**src/rtl/spi_xfer_pkg.sv**
```systemverilog
`default_nettype none
// ============================================================================
//  Module   : spi_xfer_pkg
//  Purpose  : Shared state encoding, R/W bit encoding and width helper for the
//             SPI slave transaction controller.
//  Revision : 1.0 - initial release
// ============================================================================
package spi_xfer_pkg;

    typedef enum logic [3:0] {
        IDLE         = 4'd0,
        GET          = 4'd1,
        GOT          = 4'd2,
        READ_LOAD    = 4'd3,
        READ         = 4'd4,
        WRITE        = 4'd5,
        WRITE_SETTLE = 4'd6,
        COMMIT       = 4'd7,
        DONE         = 4'd8
    } state_t;

    localparam logic c_rw_read  = 1'b1;
    localparam logic c_rw_write = 1'b0;

    function automatic int clog2(input int value);
        int result;
        int v;
        result = 0;
        v      = value - 1;
        while (v > 0) begin
            result = result + 1;
            v      = v >> 1;
        end
        return result;
    endfunction

endpackage
`default_nettype wire

```
**src/rtl/spi_bit_counter.sv**
```systemverilog
`default_nettype none
// ============================================================================
//  Module   : spi_bit_counter
//  Purpose  : Frame bit counter and settle-delay counter with clear, saturating
//             increment and terminal-count compare.
//  Revision : 1.0 - initial release
// ============================================================================
module spi_bit_counter #(
    parameter int BIT_W         = 4,
    parameter int SET_W         = 2,
    parameter int SETTLE_CYCLES = 2
) (
    input  logic             clk,
    input  logic             reset_n,
    input  logic             bit_clr,
    input  logic             bit_inc,
    input  logic [BIT_W-1:0] bit_limit,
    input  logic             settle_clr,
    input  logic             settle_inc,
    output logic             bit_last,
    output logic             settle_done
);

    logic [BIT_W-1:0] bit_cnt_d;
    logic [BIT_W-1:0] bit_cnt_q;
    logic [SET_W-1:0] settle_cnt_d;
    logic [SET_W-1:0] settle_cnt_q;

    // bit_last flags the count one short of the limit so the FSM can leave
    // the shifting state on the same clk as the final edge.
    assign bit_last    = (bit_cnt_q == (bit_limit - BIT_W'(1)));
    assign settle_done = (settle_cnt_q == SET_W'(SETTLE_CYCLES));

    always_comb begin
        bit_cnt_d = bit_cnt_q;
        if (bit_clr) begin
            bit_cnt_d = '0;
        end else if (bit_inc && (bit_cnt_q != '1)) begin
            bit_cnt_d = bit_cnt_q + BIT_W'(1);
        end

        settle_cnt_d = settle_cnt_q;
        if (settle_clr) begin
            settle_cnt_d = '0;
        end else if (settle_inc && !settle_done) begin
            settle_cnt_d = settle_cnt_q + SET_W'(1);
        end
    end

    always_ff @(posedge clk or negedge reset_n) begin
        if (!reset_n) begin
            bit_cnt_q    <= '0;
            settle_cnt_q <= '0;
        end else begin
            bit_cnt_q    <= bit_cnt_d;
            settle_cnt_q <= settle_cnt_d;
        end
    end

endmodule
`default_nettype wire

```
**src/rtl/spi_xfer_fsm.sv**
```systemverilog
`default_nettype none
// ============================================================================
//  Module   : spi_xfer_fsm
//  Purpose  : SPI slave transaction controller: command capture, read load and
//             shift-out, write commit. Optional macro SPI_XFER_FSM_ABORT_ERR_EN
//             adds a sticky abort_err output.
//  Revision : 1.0 - initial release
// ============================================================================
module spi_xfer_fsm
    import spi_xfer_pkg::*;
#(
    parameter int ADDR_BITS     = 7,
    parameter int DATA_BITS     = 8,
    parameter int SETTLE_CYCLES = 2
) (
    input  logic clk,
    input  logic reset_n,
    input  logic cs_n,
    input  logic sclk_pos_edge,
    input  logic sclk_neg_edge,
    input  logic rw_bit,
    output logic sr_edge,
    output logic sr_load,
    output logic addr_we,
    output logic dm_we,
    output logic miso_en,
`ifdef SPI_XFER_FSM_ABORT_ERR_EN
    output logic abort_err,
`endif
    output logic busy
);

    localparam int c_cmd_bits = ADDR_BITS + 1;
    localparam int c_max_bits = (c_cmd_bits > DATA_BITS) ? c_cmd_bits : DATA_BITS;
    localparam int c_bit_w    = clog2(c_max_bits + 1);
    localparam int c_set_w    = (SETTLE_CYCLES > 0) ? clog2(SETTLE_CYCLES + 1) : 1;

    state_t state_d, state_q;
    logic   sr_edge_d, sr_edge_q;
    logic   sr_load_d, sr_load_q;
    logic   addr_we_d, addr_we_q;
    logic   dm_we_d, dm_we_q;
    logic   miso_en_d, miso_en_q;
    logic   busy_d, busy_q;

    logic               w_bit_clr;
    logic               w_bit_inc;
    logic               w_settle_clr;
    logic               w_settle_inc;
    logic               w_bit_last;
    logic               w_settle_done;
    logic [c_bit_w-1:0] w_bit_limit;

    assign w_bit_limit = (state_q == GET) ? c_bit_w'(c_cmd_bits) : c_bit_w'(DATA_BITS);

    spi_bit_counter #(
        .BIT_W         (c_bit_w),
        .SET_W         (c_set_w),
        .SETTLE_CYCLES (SETTLE_CYCLES)
    ) u_bit_counter (
        .clk         (clk),
        .reset_n     (reset_n),
        .bit_clr     (w_bit_clr),
        .bit_inc     (w_bit_inc),
        .bit_limit   (w_bit_limit),
        .settle_clr  (w_settle_clr),
        .settle_inc  (w_settle_inc),
        .bit_last    (w_bit_last),
        .settle_done (w_settle_done)
    );

`ifdef SPI_XFER_FSM_ABORT_ERR_EN
    logic abort_err_d, abort_err_q;
    assign abort_err = abort_err_q;
`endif

    always_comb begin
        state_d      = state_q;
        sr_edge_d    = 1'b0;
        sr_load_d    = 1'b0;
        addr_we_d    = 1'b0;
        dm_we_d      = 1'b0;
        miso_en_d    = 1'b0;
        w_bit_clr    = 1'b0;
        w_bit_inc    = 1'b0;
        w_settle_clr = 1'b0;
        w_settle_inc = 1'b0;

        // A raised chip select wins over everything, including a pending commit.
        if (cs_n) begin
            state_d = IDLE;
        end else begin
            case (state_q)
                IDLE: begin
                    state_d   = GET;
                    w_bit_clr = 1'b1;
                end
                GET: begin
                    if (sclk_pos_edge) begin
                        sr_edge_d = 1'b1;
                        w_bit_inc = 1'b1;
                        if (w_bit_last) begin
                            state_d      = GOT;
                            w_settle_clr = 1'b1;
                        end
                    end
                end
                GOT: begin
                    if (w_settle_done) begin
                        addr_we_d    = 1'b1;
                        w_settle_clr = 1'b1;
                        w_bit_clr    = 1'b1;
                        case (rw_bit)
                            c_rw_read:  state_d = READ_LOAD;
                            c_rw_write: state_d = WRITE;
                        endcase
                    end else begin
                        w_settle_inc = 1'b1;
                    end
                end
                READ_LOAD: begin
                    if (w_settle_done) begin
                        sr_load_d = 1'b1;
                        w_bit_clr = 1'b1;
                        state_d   = READ;
                    end else begin
                        w_settle_inc = 1'b1;
                    end
                end
                READ: begin
                    miso_en_d = 1'b1;
                    // Shift on the falling edge so the bit is stable for the master's rising sample.
                    if (sclk_neg_edge) begin
                        sr_edge_d = 1'b1;
                        w_bit_inc = 1'b1;
                        if (w_bit_last) begin
                            state_d = DONE;
                        end
                    end
                end
                WRITE: begin
                    if (sclk_pos_edge) begin
                        sr_edge_d = 1'b1;
                        w_bit_inc = 1'b1;
                        if (w_bit_last) begin
                            state_d      = WRITE_SETTLE;
                            w_settle_clr = 1'b1;
                        end
                    end
                end
                WRITE_SETTLE: begin
                    if (w_settle_done) begin
                        state_d = COMMIT;
                    end else begin
                        w_settle_inc = 1'b1;
                    end
                end
                COMMIT: begin
                    dm_we_d = 1'b1;
                    state_d = DONE;
                end
                DONE: begin
                    state_d = DONE;
                end
                default: begin
                    state_d = IDLE;
                end
            endcase
        end

        busy_d = (state_d != IDLE);

`ifdef SPI_XFER_FSM_ABORT_ERR_EN
        abort_err_d = abort_err_q;
        if (cs_n && (state_q != IDLE) && (state_q != DONE)) begin
            abort_err_d = 1'b1;
        end else if (!cs_n && (state_q == IDLE)) begin
            abort_err_d = 1'b0;
        end
`endif
    end

    always_ff @(posedge clk or negedge reset_n) begin
        if (!reset_n) begin
            state_q     <= IDLE;
            sr_edge_q   <= 1'b0;
            sr_load_q   <= 1'b0;
            addr_we_q   <= 1'b0;
            dm_we_q     <= 1'b0;
            miso_en_q   <= 1'b0;
            busy_q      <= 1'b0;
`ifdef SPI_XFER_FSM_ABORT_ERR_EN
            abort_err_q <= 1'b0;
`endif
        end else begin
            state_q     <= state_d;
            sr_edge_q   <= sr_edge_d;
            sr_load_q   <= sr_load_d;
            addr_we_q   <= addr_we_d;
            dm_we_q     <= dm_we_d;
            miso_en_q   <= miso_en_d;
            busy_q      <= busy_d;
`ifdef SPI_XFER_FSM_ABORT_ERR_EN
            abort_err_q <= abort_err_d;
`endif
        end
    end

    assign sr_edge = sr_edge_q;
    assign sr_load = sr_load_q;
    assign addr_we = addr_we_q;
    assign dm_we   = dm_we_q;
    assign miso_en = miso_en_q;
    assign busy    = busy_q;

endmodule
`default_nettype wire
```
**config.mk**
```make
export PLATFORM = sky130hd
export DESIGN_NAME = spi_xfer_fsm
export DESIGN_NICKNAME = d
export VERILOG_FILES = /design/src/rtl/spi_xfer_pkg.sv /design/src/rtl/spi_bit_counter.sv /design/src/rtl/spi_xfer_fsm.sv
export SDC_FILE = /design/constraint.sdc
export NUM_CORES = 1
export LEC_CHECK = 0
export BUFFER_PORTS_ARGS = -buffer_cell sky130_fd_sc_hd__buf_4
export CORE_ASPECT_RATIO = 1.1
export CORE_MARGIN = 2
export CORE_UTILIZATION = 49
export DETAILED_ROUTE_END_ITERATION = 16
export HOLD_SLACK_MARGIN = 0.1
export PLACE_DENSITY_LB_ADDON = 0.08
export SLEW_MARGIN = 20
export SYNTH_ARGS = -nofsm -noshare
export SYNTH_HDL_FRONTEND = slang
export SYNTH_SLANG_ARGS = --single-unit
export TNS_END_PERCENT = 100
```
**constraint.sdc**
```tcl
create_clock -name clk -period 1.65 [get_ports clk]
set_input_delay 0.0825 -clock clk [delete_from_list [all_inputs] [get_ports clk]]
set_output_delay 0.0825 -clock clk [all_outputs]
set_load 0.005 [all_outputs]
```
==> impl_metrics.yaml <==
power_and_ir_drop:
  swShare_pct: 24.17
  seqPwrFrac_pct: 52.4
  p_clk_share_pct: 33.4
  ir_drop_v: 0.0005343
  powerDensity_nw_per_um2: 677.0
  netSwitchingPower_uw: 191.8
  combPwrFrac_pct: 14.2
  p_leak_nw: 0.5718
  p_int_uw: 601.9
synth:
  syn_inst: 87
  yosys.cell_types.count: 40
  synth_area_leaders: "dfrtp_1 (45%), nor2b_1 (3.6%), a21oi_1 (3.4%)"
  muxShareOfSynthArea_pct: 3.977
  synthAdderAreaFrac_pct: 2.841
  synth_xor_area_share_pct: 0.9943
  ys_seq_area_share_pct: 45.45
  synth_top_family_by_area: "simple AND/OR/NAND/NOR gates"
  yosys_most_used_dff: "dfrtp_1"
  synth.avg_cell_area_um2: 10.12
  yosys.area.top_type: "dfrtp_1"
  synth_compound_area_share_pct: 15.48
  synth-simple-area-share_pct: 27.98
  ys_ff_latch: 16
  ys_async_sr_fraction_pct: 100.0
  synth_edf_count: 0
  syn-cell-area_um2: 880.8
  synth_warnings: 0
  yosysTopAreaCellShare_pct: 45.45
  syn-num-nets: 95
global_routing:
  grtUsageTotal_pct: 19.17
  overflow: 0
  first_global_vias: 720
  grt_pass1_wl_mm: 3.077
  grt_max_degree: 17
  antenna_found_initial: 0
critical_path:
  worstPathMaxFanout: 8
  r2r_cells: 4
  cp-start-kind: "flip-flop"
  worstReg2RegStart: "state_q[0]"
  required_ps: 1830
  slowest_stage: "dfrtp_2"
  path_cells: "nand3b_4 -> a2111oi_4 -> nand2_2 -> mux2_4"
  cp_data_arrival_time_ps: 1760
  rrSetupSlack_ps: 80
  worst_path_dominant_cell_family: "flip-flops"
  reg2reg_to: "u_bit_counter.bit_cnt_q[1]"
  cp-end-kind: "flip-flop"
  crit_buf_inv: 0
  criticalPathCategory: "flip-flop to flip-flop"
  max_stage_delay_ps: 470
final_layout:
  final_common_cell: "buf_4"
  finish.instance_area_um2: 1172
  drive_gt1_share_pct: 38.79
  final_cell_mix: "buf_4 (27), dfrtp_1 (14), nand2_1 (7)"
  fin_util_pct: 67.31
  register_area_um2: 402.9
  fin_nets: 125
  syn_to_final_growth_pct: 33.10
  final_cells: 134
  num-fill-cells: 139
  multiInputGateArea_um2: 470.5
  diodes: 0
clocking:
  cts.reportedPaths.clkPinSlew_ps: 100
  cts_buffers: 3
  insertion_delay_ps: 290
  cts_tree: "done"
  clockRootBuffer: "clkbuf_4"
  htree_levels: 1
  cts_sinks: 16
  cts_buffer_depth: 2
detailed_routing:
  wl_mm: 1.812
  first_iter_violations: 13
  drtAntennaViolNets: 0
  firstDrtPassIters: 5
  vias: 741
  drc: 0
  vias_per_cell: 5.530
  wire_per_inst_um: 13.52
die:
  die_y_um: 48.47
  die_w_um: 44.43
  pin_count: 12
  start_util_pct: 50.57
  core_area_um2: 1742
  rows: 16
  dieArea_um2: 2153
sta:
  hold_viol: 0
  slew_viol_final: 0
  timing.slew.headroom_pct: 75.22
  min_period_over_period_pct: 95.33
  setup_viol: 0
  final.min_clock_period_ps: 1573
  skew_ps: 6.589
  fmax_mhz: 635.7
  worst_pin_slew_ps: 371.8
placement:
  postPlaceCellArea_um2: 1062
  routabilityCongestion: 0.7835
  hpwlAfterDp_mm: 1.223
  dp.cells: 124
  port_buffers: 11
status:
  status: "completed"
min_path:
  min_to: "state_q[2]"
  min_from: "rw_bit"
  hold_depth: 3
  min_path_type: "input port to flip-flop"
run:
  cap_violations: 0
## Yosys cell counts (all sizes together), types with 3 or more instances
master  instances
clkbuf          3
a21oi           6
nand2           8
nand3           4
nor2b           5
nand2b          3
dfrtp          16
nor2            6
## registers in the layout, summed over array words and instances (netlist names)
| register | count |
|---|---|
| sr_edge | 1 |
| dm_we | 1 |
| miso_en | 1 |
| state_q | 4 |
| addr_we | 1 |
| sr_load | 1 |
| u_bit_counter.settle_cnt_q | 2 |
| busy | 1 |
| u_bit_counter.bit_cnt_q | 4 |
## cell families (layout without fill, tap and decap cells)
logic type / Yosys count / count (layout)
adder cells (fa/ha/maj): 2 / 2
AND/OR/NAND/NOR: 41 / 41
flip-flops: 16 / 16
multiplexers: 3 / 3
AO/OA/AOI/OAI: 17 / 17
XOR/XNOR: 1 / 1
buffers and inverters: 7 / 36
## power by group through the flow
stage / clock network [mW] / registers [mW] / logic (mW)
2_1_floorplan: 0 / 0.424 / 0.0460
3_3_place_gp: 0 / 0.424 / 0.0922
3_5_place_dp: 0 / 0.424 / 0.0940
4_1_cts: 0.267 / 0.417 / 0.102
5_1_grt: 0.279 / 0.418 / 0.127
6_report: 0.265 / 0.416 / 0.112
## tightest hold or removal path, cell delays in order
cell and delay, ps:
buf_4 110, nor2_1 100, o31a_1 140
## per-layer routing
layer | track usage [%] | vias to the layer above | share of wire, %
li1 | - | 374 | -
met1 | 24.33 | 348 | 44
met3 | 3.358 | 5 | 3.5
met5 | 0 | - | 0
met4 | 9.091 | 0 | 2.7
met2 | 30.88 | 14 | 50
## through the flow
step	setup slack [ps]	hold WS, ps	power, mW	setup TNS (ps)
floorplan	69.70	-213.1	0.4699	0
CTS	3.491	168.1	0.7855	0
finish	77.04	160.2	0.7938	0
detailed placement	23.59	-47.47	0.5185	0
global route	-7.230	185.0	0.8243	-10.39
global placement	20.23	-49.80	0.5157	0
## area by class of cell
type,count,area share [%]
tap,18,1.921
multi-input combinational,64,40.13
sequential,16,34.37
inverter,2,0.6403
timing repair buffer,30,19.85
clock buffer,4,3.095
## how the worst max path moves through the flow
stage / from / to / cells past startpoint
after floorplan: u_bit_counter.bit_cnt_q[0] / u_bit_counter.settle_cnt_q[0] / 5
after global placement: state_q[0] / u_bit_counter.bit_cnt_q[1] / 4
after detailed placement: state_q[0] / u_bit_counter.bit_cnt_q[1] / 4
after CTS: state_q[0] / u_bit_counter.bit_cnt_q[1] / 4
after global routing: state_q[0] / u_bit_counter.bit_cnt_q[2] / 5
final: state_q[0] / u_bit_counter.bit_cnt_q[1] / 4
## timing repair
item,CTS,global route
endpoints found under the hold margin,22,0
cloned,0,0
endpoints found under the setup margin,1,7
resized for setup,2,6
buffers inserted,0,3
pin swaps,0,2
hold buffers,3,0
(Power assumes the default switching activity.)
